==> src/rtl/imem_loader_if.sv <==
// -----------------------------------------------------------------------------
// imem_loader_if
// Bundles the byte-stream handshake and the instruction-memory write port used
// by imem_loader.
//   byte_valid / byte_data : byte source -> loader
//   byte_ready             : loader -> byte source (byte taken on valid&&ready)
//   wr_en / wr_addr / wr_data : loader -> instruction memory write port
// Modports:
//   master : environment side (drives the stream, observes ready and writes)
//   slave  : loader side (consumes the stream, drives the memory write port)
// -----------------------------------------------------------------------------
interface imem_loader_if #(
    parameter int unsigned ADDRESS_WIDTH = 32,
    parameter int unsigned DATA_WIDTH    = 32
);
    logic                     byte_valid;
    logic [7:0]               byte_data;
    logic                     byte_ready;
    logic                     wr_en;
    logic [ADDRESS_WIDTH-1:0] wr_addr;
    logic [DATA_WIDTH-1:0]    wr_data;

    modport master (
        output byte_valid,
        output byte_data,
        input  byte_ready,
        input  wr_en,
        input  wr_addr,
        input  wr_data
    );

    modport slave (
        input  byte_valid,
        input  byte_data,
        output byte_ready,
        output wr_en,
        output wr_addr,
        output wr_data
    );
endinterface

==> src/rtl/imem_loader.sv <==
// -----------------------------------------------------------------------------
// imem_loader
// Receives a program image as a byte stream and writes it into instruction
// memory as 32-bit little-endian words, holding the CPU in reset until a
// complete image has been written.
//
// Stream: 2-byte little-endian word count N, then N*4 data bytes (LSB first).
// With IMEM_LOADER_CHECKSUM_EN defined, one trailer byte follows the data and
// must equal the XOR of all data bytes (0x00 when N == 0).
//
// Ports:
//   clk          : clock, rising edge
//   rst          : asynchronous reset, active low
//   start        : one-cycle pulse, begins a load from IDLE, DONE or ERR
//   bus          : imem_loader_if.slave (byte handshake + memory write port)
//   cpu_rst      : active-high CPU reset, low only in DONE
//   busy         : load in progress
//   done         : image loaded successfully (held)
//   error        : length overflow or checksum failure (held)
//   words_loaded : words written in the current or last load
// -----------------------------------------------------------------------------
module imem_loader #(
    parameter int unsigned              ADDRESS_WIDTH = 32,
    parameter int unsigned              DATA_WIDTH    = 32,
    parameter int unsigned              WORD_COUNT    = 256,
    parameter logic [ADDRESS_WIDTH-1:0] BASE_ADDR     = '0
) (
    input  logic              clk,
    input  logic              rst,
    input  logic              start,
    imem_loader_if.slave      bus,
    output logic              cpu_rst,
    output logic              busy,
    output logic              done,
    output logic              error,
    output logic [15:0]       words_loaded
);

    typedef enum logic [2:0] {
        ST_IDLE  = 3'd0,
        ST_LEN0  = 3'd1,
        ST_LEN1  = 3'd2,
        ST_DATA  = 3'd3,
        ST_WRITE = 3'd4,
        ST_DONE  = 3'd5,
`ifdef IMEM_LOADER_CHECKSUM_EN
        ST_ERR   = 3'd6,
        ST_CSUM  = 3'd7
`else
        ST_ERR   = 3'd6
`endif
    } state_t;

    localparam logic [ADDRESS_WIDTH-1:0] WORD_STRIDE = ADDRESS_WIDTH'(4);

    state_t                   state_r;
    state_t                   next_state_s;
    state_t                   final_state_s;   // where the load goes once all words are in
    logic                     accept_s;
    logic [15:0]              n_full_s;
    logic [7:0]               len_lo_r;
    logic [15:0]              len_r;
    logic [1:0]               byte_cnt_r;
    logic [23:0]              word_r;
    logic [ADDRESS_WIDTH-1:0] next_addr_r;
    logic                     wr_en_r;
    logic [ADDRESS_WIDTH-1:0] wr_addr_r;
    logic [DATA_WIDTH-1:0]    wr_data_r;
    logic [15:0]              words_r;
    logic                     byte_ready_r;
    logic                     busy_r;
    logic                     done_r;
    logic                     error_r;
    logic                     cpu_rst_r;
`ifdef IMEM_LOADER_CHECKSUM_EN
    logic [7:0]               csum_r;
`endif

    // States in which a stream byte can be taken.
    function automatic logic takes_bytes(input state_t s);
`ifdef IMEM_LOADER_CHECKSUM_EN
        return (s == ST_LEN0) || (s == ST_LEN1) || (s == ST_DATA) || (s == ST_CSUM);
`else
        return (s == ST_LEN0) || (s == ST_LEN1) || (s == ST_DATA);
`endif
    endfunction

    // States that make up an active load (CSUM is a trailer check, not a load).
    function automatic logic is_busy(input state_t s);
        return (s == ST_LEN0) || (s == ST_LEN1) || (s == ST_DATA) || (s == ST_WRITE);
    endfunction

    // byte_ready_r mirrors the current state, so this is the true handshake.
    assign accept_s = bus.byte_valid & byte_ready_r;
    assign n_full_s = {bus.byte_data, len_lo_r};

`ifdef IMEM_LOADER_CHECKSUM_EN
    assign final_state_s = ST_CSUM;
`else
    assign final_state_s = ST_DONE;
`endif

    // State register.
    always_ff @(posedge clk or negedge rst) begin
        if (!rst) begin
            state_r <= ST_IDLE;
        end else begin
            state_r <= next_state_s;
        end
    end

    // Next-state decode.
    always_comb begin
        next_state_s = state_r;
        case (state_r)
            ST_IDLE, ST_DONE, ST_ERR: begin
                if (start) begin
                    next_state_s = ST_LEN0;
                end else begin
                    next_state_s = state_r;
                end
            end
            ST_LEN0: begin
                if (accept_s) begin
                    next_state_s = ST_LEN1;
                end else begin
                    next_state_s = state_r;
                end
            end
            ST_LEN1: begin
                if (!accept_s) begin
                    next_state_s = state_r;
                end else if (n_full_s == 16'd0) begin
                    next_state_s = final_state_s;
                end else if ({16'd0, n_full_s} > 32'(WORD_COUNT)) begin
                    next_state_s = ST_ERR;
                end else begin
                    next_state_s = ST_DATA;
                end
            end
            ST_DATA: begin
                if (accept_s && (byte_cnt_r == 2'd3)) begin
                    next_state_s = ST_WRITE;
                end else begin
                    next_state_s = state_r;
                end
            end
            ST_WRITE: begin
                // words_r was already advanced on entry to WRITE.
                if (words_r == len_r) begin
                    next_state_s = final_state_s;
                end else begin
                    next_state_s = ST_DATA;
                end
            end
`ifdef IMEM_LOADER_CHECKSUM_EN
            ST_CSUM: begin
                if (!accept_s) begin
                    next_state_s = state_r;
                end else if (bus.byte_data == csum_r) begin
                    next_state_s = ST_DONE;
                end else begin
                    next_state_s = ST_ERR;
                end
            end
`endif
            default: begin
                next_state_s = ST_IDLE;
            end
        endcase
    end

    // Status outputs, registered from the next state so they track state_r.
    always_ff @(posedge clk or negedge rst) begin
        if (!rst) begin
            byte_ready_r <= 1'b0;
            busy_r       <= 1'b0;
            done_r       <= 1'b0;
            error_r      <= 1'b0;
            cpu_rst_r    <= 1'b1;
        end else begin
            byte_ready_r <= takes_bytes(next_state_s);
            busy_r       <= is_busy(next_state_s);
            done_r       <= (next_state_s == ST_DONE);
            error_r      <= (next_state_s == ST_ERR);
            cpu_rst_r    <= (next_state_s != ST_DONE);
        end
    end

    // Header capture, word assembly and memory write port.
    always_ff @(posedge clk or negedge rst) begin
        if (!rst) begin
            len_lo_r    <= 8'd0;
            len_r       <= 16'd0;
            byte_cnt_r  <= 2'd0;
            word_r      <= 24'd0;
            next_addr_r <= BASE_ADDR;
            wr_en_r     <= 1'b0;
            wr_addr_r   <= '0;
            wr_data_r   <= '0;
            words_r     <= 16'd0;
`ifdef IMEM_LOADER_CHECKSUM_EN
            csum_r      <= 8'd0;
`endif
        end else begin
            wr_en_r <= 1'b0;
            case (state_r)
                ST_IDLE, ST_DONE, ST_ERR: begin
                    if (start) begin
                        byte_cnt_r  <= 2'd0;
                        next_addr_r <= BASE_ADDR;
                        words_r     <= 16'd0;
`ifdef IMEM_LOADER_CHECKSUM_EN
                        csum_r      <= 8'd0;
`endif
                    end
                end
                ST_LEN0: begin
                    if (accept_s) begin
                        len_lo_r <= bus.byte_data;
                    end
                end
                ST_LEN1: begin
                    if (accept_s) begin
                        len_r <= n_full_s;
                    end
                end
                ST_DATA: begin
                    if (accept_s) begin
                        byte_cnt_r <= byte_cnt_r + 2'd1;
`ifdef IMEM_LOADER_CHECKSUM_EN
                        csum_r     <= csum_r ^ bus.byte_data;
`endif
                        if (byte_cnt_r == 2'd3) begin
                            // Fourth byte completes the word: write it next cycle.
                            wr_en_r     <= 1'b1;
                            wr_addr_r   <= next_addr_r;
                            wr_data_r   <= DATA_WIDTH'({bus.byte_data, word_r});
                            next_addr_r <= next_addr_r + WORD_STRIDE;
                            words_r     <= words_r + 16'd1;
                        end else begin
                            // LSB arrives first, so shift new bytes in from the top.
                            word_r <= {bus.byte_data, word_r[23:8]};
                        end
                    end
                end
                default: begin
                end
            endcase
        end
    end

    assign bus.byte_ready = byte_ready_r;
    assign bus.wr_en      = wr_en_r;
    assign bus.wr_addr    = wr_addr_r;
    assign bus.wr_data    = wr_data_r;
    assign cpu_rst        = cpu_rst_r;
    assign busy           = busy_r;
    assign done           = done_r;
    assign error          = error_r;
    assign words_loaded   = words_r;

endmodule

==> src/flat_wrapper.sv <==
// flat-port wrapper written by rule: the top's interface ports become plain ports
module imem_loader_flat 
#(
    parameter int unsigned              ADDRESS_WIDTH = 32,
    parameter int unsigned              DATA_WIDTH    = 32,
    parameter int unsigned              WORD_COUNT    = 256,
    parameter logic [ADDRESS_WIDTH-1:0] BASE_ADDR     = '0
)
  (clk, rst, start, cpu_rst, busy, done, error, words_loaded, bus_byte_valid, bus_byte_data, bus_byte_ready, bus_wr_en, bus_wr_addr, bus_wr_data);
  imem_loader_if #(.ADDRESS_WIDTH(ADDRESS_WIDTH), .DATA_WIDTH(DATA_WIDTH)) bus_i ();
  input  logic clk;
  input  logic rst;
  input  logic start;
  output logic cpu_rst;
  output logic busy;
  output logic done;
  output logic error;
  output logic [15:0] words_loaded;
  input wire logic [$bits(bus_i.byte_valid)-1:0] bus_byte_valid;
  input wire logic [$bits(bus_i.byte_data)-1:0] bus_byte_data;
  output wire logic [$bits(bus_i.byte_ready)-1:0] bus_byte_ready;
  output wire logic [$bits(bus_i.wr_en)-1:0] bus_wr_en;
  output wire logic [$bits(bus_i.wr_addr)-1:0] bus_wr_addr;
  output wire logic [$bits(bus_i.wr_data)-1:0] bus_wr_data;
  assign bus_i.byte_valid = bus_byte_valid;
  assign bus_i.byte_data = bus_byte_data;
  assign bus_byte_ready = bus_i.byte_ready;
  assign bus_wr_en = bus_i.wr_en;
  assign bus_wr_addr = bus_i.wr_addr;
  assign bus_wr_data = bus_i.wr_data;
  imem_loader #(.ADDRESS_WIDTH(ADDRESS_WIDTH), .DATA_WIDTH(DATA_WIDTH), .WORD_COUNT(WORD_COUNT), .BASE_ADDR(BASE_ADDR)) u_core (.clk(clk), .rst(rst), .start(start), .bus(bus_i), .cpu_rst(cpu_rst), .busy(busy), .done(done), .error(error), .words_loaded(words_loaded));
endmodule
==> config.mk <==
export PLATFORM = sky130hd
export DESIGN_NAME = imem_loader_flat
export DESIGN_NICKNAME = d
export VERILOG_FILES = /design/src/rtl/imem_loader_if.sv /design/src/rtl/imem_loader.sv /design/src/flat_wrapper.sv
export SDC_FILE = /design/constraint.sdc
export NUM_CORES = 1
export LEC_CHECK = 0
export ABC_CLOCK_PERIOD_IN_PS = 3000
export CAP_MARGIN = 15
export CORE_MARGIN = 5
export CORE_UTILIZATION = 35
export DETAILED_ROUTE_END_ITERATION = 8
export GPL_TIMING_DRIVEN = 0
export HOLD_SLACK_MARGIN = 0.05
export PLACE_DENSITY = 0.56
export SETUP_SLACK_MARGIN = 0.5
export SLEW_MARGIN = 20
export SYNTH_ARGS = -nofsm -noshare
export SYNTH_HDL_FRONTEND = slang
export SYNTH_SLANG_ARGS = --single-unit
==> constraint.sdc <==
create_clock -name clk -period 3 [get_ports clk]
set_clock_uncertainty 0.05 [all_clocks]
set_input_delay 0.9 -clock clk [delete_from_list [all_inputs] [get_ports clk]]
set_output_delay 0.9 -clock clk [all_outputs]
set_load 0.005 [all_outputs]
==> metrics.txt, run 1 <==
# TYPE chip_impl_metric gauge
chip_impl_metric{name="synth_area_per_cell",unit="um^2"} 10.1
chip_impl_metric{name="clk_pin_slew_worst_paths",unit="ns"} 0.07
chip_impl_info{name="outcome",value="finished clean"} 1
chip_impl_metric{name="grt_antenna_before_repair",unit=""} 0
chip_impl_metric{name="all_layer_gr_usage",unit=""} 0.155
chip_impl_metric{name="cts_buffer_depth",unit=""} 2
chip_impl_metric{name="timing.max_slew.rel_slack",unit=""} 0.522
chip_impl_info{name="maxUsedRoutingLayer",value="met4"} 1
chip_impl_metric{name="gp_congestion",unit=""} 0.787
chip_impl_metric{name="firstDrtPassIters",unit=""} 4
chip_impl_info{name="synth_most_common_cell",value="nand2_1"} 1
chip_impl_metric{name="synth_cell_type_count",unit=""} 52
chip_impl_metric{name="detail_route.vias_per_cell",unit=""} 4.66
chip_impl_metric{name="drc_errors",unit=""} 0
chip_impl_metric{name="netSwitchingFraction",unit=""} 0.292
chip_impl_info{name="synthFlopType",value="dfrtp_1"} 1
chip_impl_metric{name="floorplan.die_area",unit="um^2"} 23500
chip_impl_metric{name="clock_sink_count",unit=""} 167
chip_impl_metric{name="timing.final.max_slew_violations",unit=""} 0
chip_impl_metric{name="worstPathArrival",unit="ns"} 1.46
chip_impl_info{name="clockRootBuffer",value="clkbuf_16"} 1
chip_impl_info{name="synth.area.top_cells",value="dfrtp_1 58%, nand2_1 13%, mux2_2 5.0%"} 1
chip_impl_metric{name="dpl.hpwl",unit="mm"} 12.1
chip_impl_metric{name="worstPathMaxFanout",unit=""} 6
chip_impl_metric{name="report.final.hold_viol_count",unit=""} 0
chip_impl_metric{name="setup_tns",unit="ns"} 0
chip_impl_info{name="unrepaired_setup_endpoints_after_global_routing",value="yes"} 1
chip_impl_metric{name="final_cells",unit=""} 1113
chip_impl_metric{name="timing.critical_path.required",unit="ns"} 2.05
chip_impl_metric{name="finalWorstPathRequiredPeriod",unit="ns"} 2.41
chip_impl_metric{name="layout-area-overhead-vs-synth",unit="%"} 27.6
chip_impl_metric{name="number_of_nets_with_antenna_violations_after_detailed_routing",unit=""} 0
chip_impl_metric{name="port_buffers",unit=""} 95
chip_impl_metric{name="row_count",unit=""} 52
chip_impl_metric{name="share_of_the_synthesized_area_in_the_top_cell_type",unit=""} 0.578
chip_impl_metric{name="max_stage_delay",unit="ns"} 0.55
chip_impl_metric{name="synth_warnings",unit=""} 0
chip_impl_metric{name="fin_crit_sh",unit=""} 0.803
chip_impl_metric{name="synth_edf_count",unit=""} 0
chip_impl_metric{name="clk_latency",unit="ns"} 0.43
chip_impl_metric{name="power.total",unit="mW"} 6.46
chip_impl_metric{name="tightestPinTransition",unit="ns"} 0.713
chip_impl_metric{name="ant_diodes",unit=""} 0
chip_impl_metric{name="routed_wire_length_per_instance",unit="um"} 15.5
chip_impl_metric{name="detailed_place.area",unit="um^2"} 8510
chip_impl_metric{name="grt_start_max_net_pins",unit=""} 91
chip_impl_info{name="ordered_cell_list_for_the_critical_path",value="clkdlybuf4s50_1"} 1
chip_impl_metric{name="synth.yosys.seq_area_share",unit=""} 0.582
chip_impl_metric{name="initial_core_utilization",unit=""} 0.355
chip_impl_metric{name="postCtsSetupRepairBufs",unit=""} 0
chip_impl_metric{name="h-tree-depth",unit=""} 4
chip_impl_info{name="startpoint_type",value="flip-flop"} 1
chip_impl_metric{name="netSwitchingPower",unit="mW"} 1.88
chip_impl_info{name="critPathTopFamily",value="buffers and inverters"} 1
chip_impl_metric{name="nets",unit=""} 845
chip_impl_metric{name="netlist_area_before_placement",unit="um^2"} 7190
chip_impl_metric{name="share_seq_of_total_power",unit=""} 0.455
chip_impl_metric{name="met3_length",unit="um"} 665
chip_impl_metric{name="setup_viol_count_final",unit=""} 0
chip_impl_info{name="critPathSlowestCell",value="clkdlybuf4s50_1"} 1
chip_impl_metric{name="power.combinational.fraction",unit=""} 0.193
chip_impl_metric{name="dp_worst_setup_slack",unit="ns"} -0.173
chip_impl_metric{name="die_ht",unit="um"} 153
chip_impl_metric{name="grt_overflow_total",unit=""} 0
chip_impl_metric{name="core",unit="um^2"} 20200
chip_impl_metric{name="drtIter0Drc",unit=""} 215
chip_impl_metric{name="cts_buffers",unit=""} 17
chip_impl_metric{name="power_density",unit="nW/um^2"} 704
chip_impl_metric{name="ys_async_sr_fraction",unit=""} 1.00
chip_impl_metric{name="grt_first_pass_wirelength",unit="mm"} 29.0
chip_impl_metric{name="detailroute.via_count",unit=""} 5183
chip_impl_metric{name="static_leakage",unit="nW"} 4.32
chip_impl_metric{name="cellInternalPower",unit="mW"} 4.58
chip_impl_metric{name="io-pin-count",unit=""} 98
chip_impl_metric{name="ff2ff_path_depth",unit=""} 8
chip_impl_info{name="synthDominantAreaCellType",value="dfrtp_1"} 1
chip_impl_metric{name="p_clk_frac",unit=""} 0.352
chip_impl_info{name="regToRegEndpoint",value="u_core.next_addr_r[20]"} 1
chip_impl_metric{name="routed_met2_length",unit="mm"} 7.88
chip_impl_metric{name="post-place-cells",unit=""} 1081
chip_impl_info{name="top_cells_by_count_synth",value="242 x nand2_1, 166 x dfrtp_1, 51 x nor2_1"} 1
chip_impl_metric{name="stdcell_area",unit="um^2"} 9170
chip_impl_metric{name="final_layout_size_suffix_gt1_frac",unit=""} 0.128
chip_impl_info{name="timing.critical_path.to_type",value="output port"} 1
chip_impl_metric{name="timing.max_cap.violations",unit=""} 0
chip_impl_metric{name="number_of_global_route_vias_before_repair",unit=""} 5343
chip_impl_info{name="clock_tree_from_tritoncts",value="yes"} 1
chip_impl_metric{name="worstPathBufferInverterCount",unit=""} 1
chip_impl_metric{name="max_freq",unit="MHz"} 415
chip_impl_metric{name="wl_met1",unit="mm"} 8.36
chip_impl_metric{name="cell_count_after_synthesis",unit=""} 714
chip_impl_metric{name="postSynthRegisterBits",unit=""} 167
chip_impl_metric{name="die_w",unit="um"} 153
chip_impl_info{name="critPathKind",value="flip-flop to output port"} 1
chip_impl_metric{name="layout_setup_ws",unit="ns"} 0.590
chip_impl_info{name="r2r_path_start",value="u_core.byte_cnt_r[0]"} 1
chip_impl_metric{name="routed_wire_length",unit="mm"} 17.2
chip_impl_metric{name="vdd_ir_max",unit="uV"} 430
chip_impl_info{name="hold_class",value="input pin to async pin"} 1
chip_impl_metric{name="regToRegSetupSlack",unit="ns"} 0.87
==> how the worst max path moves through the flow <==
stage | slack [ns] | end | cells after the start | startpoint
2_1_floorplan | 0.83 | u_core.next_addr_r[30] | 7 | bus_byte_valid
5_1_grt | 0.49 | u_core.error | 7 | bus_byte_data[6]
3_3_place_gp | -6.15 | u_core.bus.wr_data[29] | 1 | rst
6_report | 0.59 | words_loaded[0] | 1 | u_core.words_loaded[0]
3_5_place_dp | -0.17 | u_core.bus.wr_data[25] | 10 | bus_byte_valid
4_1_cts | 0.53 | u_core.error | 7 | bus_byte_data[4]
==> metrics by stage <==
stage          hold WS [ns]  utilization
2_1_floorplan         0.385            -
3_3_place_gp          0.397        0.419
3_5_place_dp          0.405        0.421
4_1_cts               0.416        0.453
5_1_grt               0.444        0.453
6_report              0.396        0.453
==> cell families after synthesis <==
kind of cell / after synthesis / synth area share
AOI/OAI and AO/OA: 39 / 0.0364
xor gates and xnor gates: 58 / 0.0717
adders and majority gates: 3 / 0.00522
buffers and inverters: 43 / 0.0291
DFF: 167 / 0.582
muxes: 32 / 0.0501
other: 1 / 0.000522
and+or+nand+nor: 371 / 0.225
==> state kept, by name, summed over array words and instances, names as in the netlist, 3 cells and up <==
name                 cells
u_core.bus.wr_data      32
u_core.bus.wr_addr      30
u_core.state_r           3
u_core.words_loaded     16
u_core.len_r            16
u_core.next_addr_r      30
u_core.word_r           24
u_core.len_lo_r          8
==> area by class of cell <==
type                    instances  area (um^2)
repair buffers                 96          982
clock buffers                  18          439
well taps                     270          338
multi-input cells             505         2830
fillers                      1963        11100
plain buffers                  33          188
clock inverters                14          170
inverters                      10         37.5
flip-flops and latches        167         4180
==> repair_timing <==
action | CTS | global route
resized for setup | 15 | 4
cloned | 0 | 0
setup endpoints to repair | 97 | 14
hold buffers | 0 | 0
==> layout by cell type (no fill, tap or decap), types with 4 or more instances in the layout <==
master,instances
a21oi_1,5
and2_1,5
and3_1,9
buf_1,5
buf_2,5
buf_4,9
clkbuf_1,10
clkbuf_16,17
clkdlybuf4s50_1,90
clkinv_2,4
dfrtp_1,163
inv_1,9
inv_6,4
mux2_2,32
nand2_1,242
nand3_1,17
nand4_1,14
nor2_1,51
nor3_1,7
nor4_1,4
o21ai_0,17
xnor2_1,35
xor2_1,22
==> power by group through the flow <==
stage / combinational, mW / sequential, mW / clock [mW]
after CTS: 1.27 / 2.94 / 2.33
after floorplan: 0.873 / 2.88 / 0
after global routing: 1.41 / 2.99 / 2.42
after detailed placement: 1.24 / 2.98 / 0
final: 1.25 / 2.94 / 2.27
after global placement: 1.23 / 2.98 / 0
==> layer usage <==
metal	track usage	vias to the layer above
met5	0	-
met1	0.217	2525
met2	0.237	88
met3	0.0373	20
met4	0.0492	0
li1	-	2550
No activity file was read; power rests on OpenSTA's default activity.
==> inputs of run 2 (changes only) <==
- ABC_CLOCK_PERIOD_IN_PS: 3000 -> 2400
- clock period: 3 -> 2.4 ns (I/O delays scaled with it)
==> metrics.txt, run 2 (synthesis gave the netlist of run 1 again) <==
# TYPE chip_impl_metric gauge
chip_impl_metric{name="gp_congestion",unit=""} 0.785
chip_impl_info{name="outcome",value="finished clean"} 1
chip_impl_metric{name="setup_viol_count_final",unit=""} 0
chip_impl_info{name="startpoint_type",value="flip-flop"} 1
chip_impl_info{name="mostFrequentLayoutCells",value="241 x nand2_1, 154 x dfrtp_1, 71 x dlygate4sd2_1, 58 x buf_4, 49 x nor2_1"} 1
chip_impl_metric{name="grt_antenna_before_repair",unit=""} 0
chip_impl_metric{name="clk_pin_slew_worst_paths",unit="ns"} 0.07
chip_impl_info{name="clock_tree_from_tritoncts",value="yes"} 1
chip_impl_metric{name="detail_route.vias_per_cell",unit=""} 4.65
chip_impl_metric{name="drc_errors",unit=""} 0
chip_impl_metric{name="final_util",unit=""} 0.487
chip_impl_info{name="most_common_cell_after_layout_fill_and_taps_aside",value="nand2_1"} 1
chip_impl_metric{name="static_leakage",unit="nW"} 5.01
chip_impl_metric{name="number_of_nets_with_antenna_violations_after_detailed_routing",unit=""} 0
chip_impl_metric{name="h-tree-depth",unit=""} 4
chip_impl_metric{name="detailroute.via_count",unit=""} 5415
chip_impl_info{name="hold_class",value="input pin to async pin"} 1
chip_impl_metric{name="clock_sink_count",unit=""} 167
chip_impl_info{name="critPathKind",value="flip-flop to flip-flop"} 1
chip_impl_metric{name="power_density",unit="nW/um^2"} 839
chip_impl_metric{name="row_count",unit=""} 52
chip_impl_info{name="timing.critical_path.to_type",value="flip-flop"} 1
chip_impl_metric{name="timing.max_slew.rel_slack",unit=""} 0.586
chip_impl_metric{name="grt_first_pass_wirelength",unit="mm"} 29.5
chip_impl_metric{name="power.total",unit="mW"} 8.26
chip_impl_metric{name="worstPathMaxFanout",unit=""} 7
chip_impl_metric{name="timing.final.max_slew_violations",unit=""} 0
chip_impl_metric{name="timing.critical_path.required",unit="ns"} 2.66
chip_impl_metric{name="port_buffers",unit=""} 95
chip_impl_metric{name="clk_latency",unit="ns"} 0.43
chip_impl_metric{name="post-place-cells",unit=""} 1081
chip_impl_metric{name="report.final.hold_viol_count",unit=""} 0
chip_impl_metric{name="grt_start_max_net_pins",unit=""} 89
chip_impl_metric{name="layout-area-overhead-vs-synth",unit="%"} 37.1
chip_impl_metric{name="drtIter0Drc",unit=""} 231
chip_impl_metric{name="finalWorstPathRequiredPeriod",unit="ns"} 2.02
chip_impl_metric{name="register_cell_area_after_layout",unit="um^2"} 4200
chip_impl_metric{name="timing.max_cap.violations",unit=""} 0
chip_impl_metric{name="fillCellCount",unit=""} 1932
chip_impl_metric{name="dpl.hpwl",unit="mm"} 12.1
chip_impl_metric{name="final_cells",unit=""} 1165
chip_impl_metric{name="routed_wire_length_per_instance",unit="um"} 15.8
chip_impl_metric{name="multi_input_comb_area",unit="um^2"} 3070
chip_impl_info{name="clockRootBuffer",value="clkbuf_16"} 1
chip_impl_metric{name="max_freq",unit="MHz"} 494
chip_impl_metric{name="fin_worst_hold_slack",unit="ns"} 0.215
chip_impl_metric{name="nets",unit=""} 898
chip_impl_metric{name="floorplan.die_area",unit="um^2"} 23500
chip_impl_metric{name="io-pin-count",unit=""} 98
chip_impl_metric{name="routed_wire_length",unit="mm"} 18.4
chip_impl_metric{name="tightestPinTransition",unit="ns"} 0.622
chip_impl_metric{name="core",unit="um^2"} 20200
chip_impl_info{name="unrepaired_setup_endpoints_after_global_routing",value="yes"} 1
chip_impl_metric{name="all_layer_gr_usage",unit=""} 0.157
chip_impl_metric{name="die_ht",unit="um"} 153
chip_impl_metric{name="largest_reg_flops",unit=""} 32
chip_impl_metric{name="grt_overflow_total",unit=""} 0
chip_impl_metric{name="vdd_ir_max",unit="uV"} 652
chip_impl_metric{name="worstPathArrival",unit="ns"} 2.28
chip_impl_metric{name="setup_tns",unit="ns"} 0
chip_impl_metric{name="fin_crit_sh",unit=""} 0.843
chip_impl_metric{name="cts_buffer_depth",unit=""} 2
chip_impl_metric{name="firstDrtPassIters",unit=""} 4
chip_impl_metric{name="initial_core_utilization",unit=""} 0.355
chip_impl_metric{name="die_w",unit="um"} 153
chip_impl_metric{name="number_of_global_route_vias_before_repair",unit=""} 5457
chip_impl_metric{name="ant_diodes",unit=""} 0
chip_impl_metric{name="final_layout_size_suffix_gt1_frac",unit=""} 0.240
chip_impl_metric{name="cts_buffers",unit=""} 17
run 2: cell types whose count changed in the layout (fill, tap and decap cells not counted), moves of 6 or more:
cell             previous run  this run
nand3_2                     0         6
dfrtp_2                     3        12
dlygate4sd2_1               3        71
clkbuf_1                   10         3
dfrtp_1                   163       154
clkdlybuf4s50_1            90         0
buf_2                       5        11
clkdlybuf4s15_1             0        16
buf_6                       3        10
nand3_1                    17        11
buf_4                       9        58
run 2: through the flow:
stage | area, um^2 | setup WS (ns)
floorplan | 7230 | 0.440
global placement | 8520 | -6.56
detailed placement | 8550 | -0.490
CTS | 9470 | 0.390
global route | 9860 | 0.294
finish | 9860 | 0.377
run 2: metal layers:
metal / wire, um / global-route usage
met5: 0 / 0
met4: 133 / 0.0369
met3: 692 / 0.0365
met2: 8780 / 0.253
met1: 8810 / 0.215
run 2: layout make-up:
class | instances | share of cell area
buffer | 33 | 0.0291
sequential | 167 | 0.426
inverter | 10 | 0.00457
tap | 270 | 0.0343
clock inverter | 12 | 0.0146
multi-input combinational | 505 | 0.312
clock buffer | 19 | 0.0460
timing repair buffer | 149 | 0.134
run 2: power breakdown:
part	switching (mW)	internal [mW]	total, mW
logic	0.967	0.843	1.81
registers	0.371	3.30	3.67
clock network	1.18	1.60	2.78
total	2.52	5.75	8.26
run 2: critical path, cell delays in order, from the launching register on:
cell and delay [ns]:
dfrtp_1 0.40, ha_4 0.17, nand3_2 0.06, or2_1 0.24
buf_6 0.14, buf_12 0.13, a21o_4 0.24, nor4_4 0.27
xnor2_1 0.17, nor2_2 0.04
run 2: worst paths after layout:
check / from / slack, ns / endpoint / depth (start not counted)
min in group clk: u_core.word_r[7] / 0.41 / u_core.bus.wr_data[7] / 2
min reg2reg: u_core.word_r[7] / 0.41 / u_core.bus.wr_data[7] / 2
max: u_core.byte_cnt_r[0] / 0.38 / u_core.next_addr_r[30] / 9
min: rst / 0.22 / u_core.bus.wr_addr[13] / 1
max reg2reg: u_core.byte_cnt_r[0] / 0.38 / u_core.next_addr_r[30] / 9
max in group asynchronous: rst / 1.22 / u_core.state_r[2] / 2
run 2: what timing repair did:
action | in CTS | in global routing
cloned | 0 | 1
gates resized for setup | 174 | 78
setup endpoints to repair | 237 | 151
endpoints found under the hold margin | 0 | 0
hold buffers | 0 | 0
setup buffers | 35 | 17
pin swaps | 12 | 34
